`src/rtl/mapper_pkg.sv`:
```
// Shared constants and types for the MMC1 bank controller.
// Register-select codes, mirroring modes and control reset value.
package mapper_pkg;

  localparam logic [1:0] REG_CTRL = 2'd0;
  localparam logic [1:0] REG_CHR0 = 2'd1;
  localparam logic [1:0] REG_CHR1 = 2'd2;
  localparam logic [1:0] REG_PRG  = 2'd3;

  typedef enum logic [1:0] {
    MIR_ONE_LO = 2'd0,
    MIR_ONE_HI = 2'd1,
    MIR_VERT   = 2'd2,
    MIR_HORZ   = 2'd3
  } mirror_e;

  localparam logic [4:0] CTRL_RESET = 5'h0C;

endpackage

```
`src/rtl/mmc1_nt_map.sv`:
```
// Nametable page mapper: folds a PPU address onto the 4K VRAM.
// Ports: mirror_i mode, addr_i[11:0] PPU address, vrm_o VRAM address.
module mmc1_nt_map
  import mapper_pkg::*;
(
  input  logic [1:0]  mirror_i,
  input  logic [11:0] addr_i,
  output logic [11:0] vrm_o
);

  logic page;

  always_comb begin
    page = 1'b0;
    unique case (mirror_e'(mirror_i))
      MIR_ONE_LO: page = 1'b0;
      MIR_ONE_HI: page = 1'b1;
      MIR_VERT:   page = addr_i[10];
      MIR_HORZ:   page = addr_i[11];
    endcase
  end

  // Only the lower 2K of VRAM is ever addressed.
  assign vrm_o = {1'b0, page, addr_i[9:0]};

endmodule

```
`src/rtl/mapper_mmc1.sv`:
```
// MMC1 bank controller: serial register loader plus PRG/CHR/VRAM maps.
// Ports: CPU write snoop (ce_cpu,cpu_a,cpu_o,cpu_w), PPU addresses in,
//        physical PRG/CHR/VRAM addresses, wram_en and mirror out.
module mapper_mmc1
  import mapper_pkg::*;
#(
  parameter int PRG_BITS = 17,
  parameter int CHR_BITS = 16
) (
  input  logic                clock,
  input  logic                reset,
  input  logic                ce_cpu,
  input  logic [15:0]         cpu_a,
  input  logic [7:0]          cpu_o,
  input  logic                cpu_w,
  input  logic [15:0]         prga,
  input  logic [13:0]         chra,
  input  logic [13:0]         vida,
  output logic [PRG_BITS-1:0] prg_addr,
  output logic [CHR_BITS-1:0] chr_a,
  output logic [CHR_BITS-1:0] chr_ax,
  output logic [11:0]         vrm_a,
  output logic [11:0]         vrm_ax,
  output logic                wram_en,
  output logic [1:0]          mirror
);

  localparam int PB = PRG_BITS - 14;
  localparam int CB = CHR_BITS - 12;

  logic [4:0] ctrl_q, ctrl_d;
  logic [4:0] chr0_q, chr0_d;
  logic [4:0] chr1_q, chr1_d;
  logic [4:0] prg_q,  prg_d;
  logic [4:0] sr_q,   sr_d;
  logic [2:0] cnt_q,  cnt_d;
  logic       flag_q, flag_d;

  logic       ev;
  logic       acc;
  logic [4:0] shifted;

  assign ev      = ce_cpu & cpu_w & cpu_a[15];
  // Second write of a read-modify-write pair is dropped.
  assign acc     = ev & ~flag_q;
  assign shifted = {cpu_o[0], sr_q[4:1]};

  always_comb begin
    ctrl_d = ctrl_q;
    chr0_d = chr0_q;
    chr1_d = chr1_q;
    prg_d  = prg_q;
    sr_d   = sr_q;
    cnt_d  = cnt_q;
    flag_d = flag_q;
    if (ce_cpu) flag_d = ev;
    if (acc) begin
      if (cpu_o[7]) begin
        sr_d   = '0;
        cnt_d  = '0;
        ctrl_d = ctrl_q | CTRL_RESET;
      end else if (cnt_q == 3'd4) begin
        sr_d  = '0;
        cnt_d = '0;
        unique case (cpu_a[14:13])
          REG_CTRL: ctrl_d = shifted;
          REG_CHR0: chr0_d = shifted;
          REG_CHR1: chr1_d = shifted;
          REG_PRG:  prg_d  = shifted;
        endcase
      end else begin
        sr_d  = shifted;
        cnt_d = cnt_q + 3'd1;
      end
    end
  end

  always_ff @(posedge clock) begin
    if (reset) begin
      ctrl_q <= CTRL_RESET;
      chr0_q <= '0;
      chr1_q <= '0;
      prg_q  <= '0;
      sr_q   <= '0;
      cnt_q  <= '0;
      flag_q <= 1'b0;
    end else begin
      ctrl_q <= ctrl_d;
      chr0_q <= chr0_d;
      chr1_q <= chr1_d;
      prg_q  <= prg_d;
      sr_q   <= sr_d;
      cnt_q  <= cnt_d;
      flag_q <= flag_d;
    end
  end

  // PRG: prga[14] picks the $8000 or $C000 16K window.
  logic [PB-1:0] prg_bank;

  always_comb begin
    prg_bank = '0;
    unique case (ctrl_q[3:2])
      2'd0, 2'd1: prg_bank = PB'({prg_q[3:1], prga[14]});
      2'd2: prg_bank = prga[14] ? PB'(prg_q[3:0]) : '0;
      2'd3: prg_bank = prga[14] ? '1 : PB'(prg_q[3:0]);
    endcase
  end

  assign prg_addr = {prg_bank, prga[13:0]};

  function automatic logic [CHR_BITS-1:0] chr_map(
    input logic [12:0] a
  );
    logic [4:0] bank;
    if (ctrl_q[4]) bank = a[12] ? chr1_q : chr0_q;
    else           bank = {chr0_q[4:1], a[12]};
    return {CB'(bank), a[11:0]};
  endfunction

  assign chr_a  = chr_map(chra[12:0]);
  assign chr_ax = chr_map(vida[12:0]);

  mmc1_nt_map u_nt_a (
    .mirror_i (ctrl_q[1:0]),
    .addr_i   (chra[11:0]),
    .vrm_o    (vrm_a)
  );

  mmc1_nt_map u_nt_ax (
    .mirror_i (ctrl_q[1:0]),
    .addr_i   (vida[11:0]),
    .vrm_o    (vrm_ax)
  );

  assign wram_en = ~prg_q[4];
  assign mirror  = ctrl_q[1:0];

  logic unused_bits;
  assign unused_bits = ^{prga[15], chra[13], vida[13],
                         cpu_a[12:0], cpu_o[6:1], chr1_q};

endmodule
```
`config.mk`:
```
export PLATFORM = sky130hd
export DESIGN_NAME = mapper_mmc1
export DESIGN_NICKNAME = d
export VERILOG_FILES = /design/src/rtl/mapper_pkg.sv /design/src/rtl/mmc1_nt_map.sv /design/src/rtl/mapper_mmc1.sv
export SDC_FILE = /design/constraint.sdc
export NUM_CORES = 1
export LEC_CHECK = 0
export CORE_MARGIN = 5
export CORE_UTILIZATION = 35
export CTS_BUF_LIST = sky130_fd_sc_hd__clkbuf_8 sky130_fd_sc_hd__clkbuf_16
export DETAILED_ROUTE_END_ITERATION = 10
export PLACE_DENSITY = 0.87
export SLEW_MARGIN = 20
export SYNTH_ARGS = -nofsm -noshare
export SYNTH_HDL_FRONTEND = slang
export SYNTH_SLANG_ARGS = --single-unit
```
`constraint.sdc`:
```
create_clock -name clock -period 3.2 [get_ports clock]
set_clock_uncertainty 0.2 [all_clocks]
set_input_delay 0.64 -clock clock [delete_from_list [all_inputs] [get_ports clock]]
set_output_delay 0.64 -clock clock [all_outputs]
set_load 0.02 [all_outputs]
```
# After elaboration in Yosys (flattened, before gate mapping)
# Index checks and enable logic that the tools add are counted.
[word_totals] reg_bits=27 latchBits=0 ramBits=0 rom_bits=0 in_bits=72 output_inout_bits=76 wordCells=52 mem_count=0
[classes] addsub=1 mul=0 n_div=0 magnitude_cmp=0 eq_ne=10 shifts=0 muxes=16 bitwise=6 n_reduce_logical=11
[op_table] cell="4-bit 2-to-1 mux" n=7
[op_table] cell="4-bit AND reduction" n=4
[op_table] cell="2-bit == test, second input constant" n=6
[op_table] cell="3-bit 2-to-1 mux" n=4
[op_table] cell="5-bit 2-to-1 mux" n=2
[op_table] cell="3-bit one-hot mux with 3 select lines" n=1
[op_table] cell="1-bit one-hot mux with 4 select lines" n=2
[op_table] cell="2-bit by 1-bit == test with 1-bit output, second input constant" n=3
[op_table] cell="2-bit zero test" n=3
[op_table] cell="2-bit nonzero test" n=2
[op_table] cell="3-bit by 1-bit adder with 3-bit output, second input constant" n=1
[op_table] cell="1-bit AND" n=3
[op_table] cell="3-bit == test, second input constant" n=1
[op_table] cell="1-bit inverter" n=3
[op_table] cell="3-bit AND reduction" n=1
[op_table] cell="2-bit OR reduction" n=1

# Depth between registers and ports, before layout
[logic_depth] ltp_word=4 mapped_depth=5 depth_no_buf=5

# Modules after synthesis
# From an unflattened synthesis, not the netlist that was laid out.
[hier_totals] hier_cells=215 hier_area_um2=1789.2
[by_module_without_submodules] module="mapper_mmc1" instances=1 cells_per_inst=183 area_per_inst_um2=1571.5 seq_area_each_um2=500.5
[by_module_without_submodules] module="mmc1_nt_map" instances=2 cells_per_inst=16 area_per_inst_um2=108.9 seq_area_each_um2=0.0

# Worst setup path after synthesis
# No wires, ideal clock.
[synth_path] kind="input to output" start="input chra[12]" end="output chr_a[13]" t_arrival_ns=1.150 required_ns=2.360 slack_ns=1.210 stages=2 n_path_buf=0 cell_sequence="nand2_1 -> mux2_2"
[synth_between] elab_chain_cells=2
[synth_rtl] element="start: declaration" line="mapper_mmc1.sv:17" text="input logic [13:0] chra,"
[synth_rtl] element="4-bit 2-to-1 mux (2 in a row)" line="mapper_mmc1.sv:116" text="if (ctrl_q[4]) bank = a[12] ? chr1_q : chr0_q;"
[synth_rtl] element="end: declaration" line="mapper_mmc1.sv:20" text="output logic [CHR_BITS-1:0] chr_a,"
# Every way passes these cells.

# Worst setup path after layout
[layout_path] start="input vida[12]" end="output chr_ax[13]"
[layout_between] elab_chain_cells=2
[layout_rtl] element="start: declaration" line="mapper_mmc1.sv:18" text="input logic [13:0] vida,"
[layout_rtl] element="4-bit 2-to-1 mux (2 in a row)" line="mapper_mmc1.sv:116"
[layout_rtl] element="end: declaration" line="mapper_mmc1.sv:21" text="output logic [CHR_BITS-1:0] chr_ax,"
# Every way passes these cells.

==> results by group <==
Logic synthesis
  – Synthesized instance count: 206
  – Syn avg cell area: 8.38 sq um
  – Cell Area, Synth: 1730 sq um
  – Area leader, netlist: dfxtp_1
  – Yosys cell types: 26
  – Top post-synthesis cells by area: dfxtp_1 29%, buf_4 28%, mux2i_1 8.7%
  – Synth Flop Type: dfxtp_1
  – Flops & latches, synth: 25
  – Top post-synthesis cells by count: 65 x buf_4, 34 x nand2_1, 25 x dfxtp_1
  – Async set or reset register ratio after synthesis: 0
  – Post-synth EDFFs: 0
  – Cell with the most instances after synthesis: buf_4
  – Yosys Warn Count: 0
  – Sequential share of the synthesized area: 0.290
  – Yosys top cell area share: 0.290

Timing
  – Final min period: 2.96 ns
  – Max-slew headroom: 0.588
  – RSZ-0062 raised after global routing: no
  – Period utilisation layout: 0.925
  – Fmax: 338 MHz
  – Hold Violations, Final: 0
  – Max-slew violation count: 0
  – Final setup viols: 0
  – Setup TNS: 0 ns
  – Worst-Margin Slew: 0.612 ns

Clock tree
  – CTS resizes: 0
  – Later-pin clock latency in the skew report: 0.26 ns
  – H-tree levels: 1
  – Clk pin slew, worst setup/hold paths: 0.08 ns
  – CTS tree: yes
  – Root buf cell: clkbuf_8
  – CTS max path bufs: 2
  – Hold Buf Count CTS: 0
  – CTS buffer count: 3
  – Clock Sinks: 25
  – Post-CTS Setup Inserts: 0

Pwr
  – Sequential power share: 0.559
  – Comb power frac: 0.126
  – Total power: 0.561 mW
  – Sw frac: 0.228
  – Max VDD drop: 0.135 mV
  – Clock power share: 0.315
  – Int Pwr: 0.433 mW
  – Sw power: 0.128 mW
  – P per Cell Area: 325 nW/um^2
  – Leakage power: 0.698 nW

Layout
  – Final core area utilization: 0.363
  – Finished Cell Area: 1730 sq um
  – Layout cells sized above 1: 0.0829
  – Diode count: 0
  – Final-layout fill cell count: 486
  – Final net count: 256
  – Area delta synth->final: 0.145%

Placement
  – Dpl cell area: 1680 sq um
  – Routability Congestion: 0.771
  – HPWL Detailed: 2420 microns
  – Port bufs: 35

Route
  – DR DRC count: 0
  – DR WL/cell: 12.2 microns
  – DR vias/cell: 4.60
  – DR vias: 1142
  – Detailed Route WL: 3020 microns
  – Drt pass-1 iters: 4
  – Initial drt markers: 92
  – ANT nets after route: 0

GRT
  – GRT Util Overall: 0.101
  – Initial antenna violation count: 0
  – Vias in the first global route: 1178
  – First-pass GRT wire length: 5260 microns
  – Grt ovf: 0
  – Largest net degree at the start of global routing: 14

Setup path
  – Crit Path Max Fanout: 4
  – Crit path kind: in -> out
  – CP peak stage delay: 0.54 ns
  – Worst R2R Start: cnt_q[0]$_SDFFE_PP0P_
  – CP startpoint: vida[12]
  – Worst-path cell chain: clkdlybuf4s50_1, nand2_1, mux2_2, clkdlybuf4s50_1
  – Most frequent CP cell: clkdlybuf4s50_1
  – WP data required: 2.36 ns
  – Crit path launch type: input pin
  – CP Capture Type: output pin
  – CP max stage cell: clkdlybuf4s50_1
  – Arr. time, crit path: 2.12 ns

Worst hold path
  – HP Start: chr0_q[0]$_SDFFE_PP0P_
  – Hold Crit Class: reg -> reg

Die
  – Top Ports: 148
  – Die area: 6430 sq um
  – Initial core utilization: 0.363
  – Die Y: 80.2 microns
  – # rows: 25
  – Area of the core: 4750 sq um
  – Die width: 80.2 microns

Outcome
  – Outcome: finished, final reports clean

Flow run
  – Max Cap Viol: 0
## power by group through the flow
stage / Sequential (mW) / Clock, mW / Combinational [mW]
2_1_floorplan: 0.321 / 0 / 0.134
3_3_place_gp: 0.321 / 0 / 0.0697
3_5_place_dp: 0.321 / 0 / 0.0709
4_1_cts: 0.314 / 0.184 / 0.0711
5_1_grt: 0.314 / 0.195 / 0.0770
6_report: 0.314 / 0.176 / 0.0707
## through the flow
stage               std cells  setup slack, ns  hold slack, ns
finish                    248            0.240           0.266
CTS                       248            0.225           0.273
global route              248            0.144           0.293
global placement          244            0.233           0.245
floorplan                 207             1.21           0.230
detailed placement        244            0.235           0.260
## state kept, by name (all words and copies together) (netlist names)
register	flops
chr0_q	4
chr1_q	4
cnt_q	3
ctrl_q	5
flag_q	1
prg_q	4
sr_q	4
## cell families (layout without fill, tap and decap cells)
| group | Yosys count | count (layout) | synth area share |
|---|---|---|---|
| buf+inv | 73 | 47 | 0.300 |
| simple gates | 60 | 60 | 0.189 |
| flops | 25 | 25 | 0.290 |
| compound gates | 24 | 24 | 0.0783 |
| mux | 21 | 21 | 0.126 |
| fa+ha+maj | 2 | 2 | 0.0145 |
| other cells | 1 | 2 | 0.00217 |
## routing by layer
metal / track usage / part of all wire / vias up / wire length (microns)
met3: 0.0269 / 0.077 / 8 / 231
met5: 0 / 0 / - / 0
met4: 0.0591 / 0.025 / 0 / 76
li1: - / - / 566 / -
met1: 0.120 / 0.42 / 522 / 1270
met2: 0.161 / 0.48 / 46 / 1450
## layout make-up
| class | instances | area [sq um] | area share |
|---|---|---|---|
| Sequential cell | 25 | 500 | 0.290 |
| Tap cell | 67 | 83.8 | 0.0485 |
| Multi-Input combinational cell | 109 | 711 | 0.411 |
| Clock buffer | 3 | 41.3 | 0.0239 |
| Clock inverter | 1 | 3.75 | 0.00217 |
| Inverter | 6 | 22.5 | 0.0130 |
| Timing Repair Buffer | 37 | 365 | 0.211 |
## critical path: cells and delay by family
family                 cells  cell delay [ns]
buffers and inverters      2             0.96
muxes                      1             0.36
and+or+nand+nor            1             0.16
## placed cells by master (no fill, tap or decap), drive strengths merged, types with 6 or more instances in the layout
cell type | Yosys | final
a21oi | 17 | 17
mux2i | 15 | 15
clkdlybuf4s50 | 0 | 35
dfxtp | 25 | 25
mux2 | 6 | 6
nand2 | 34 | 34
inv | 6 | 7
nor2 | 10 | 10
## path summary, 6_finish.rpt
path | to | cells after the start | slack (ns)
max | chr_ax[13] | 4 | 0.24
min | chr0_q[0]$_SDFFE_PP0P_ | 2 | 0.27
max reg2reg | chr0_q[3]$_SDFFE_PP0P_ | 5 | 1.43
min reg2reg | chr0_q[0]$_SDFFE_PP0P_ | 2 | 0.27
Power figures use the tool's default switching activity.
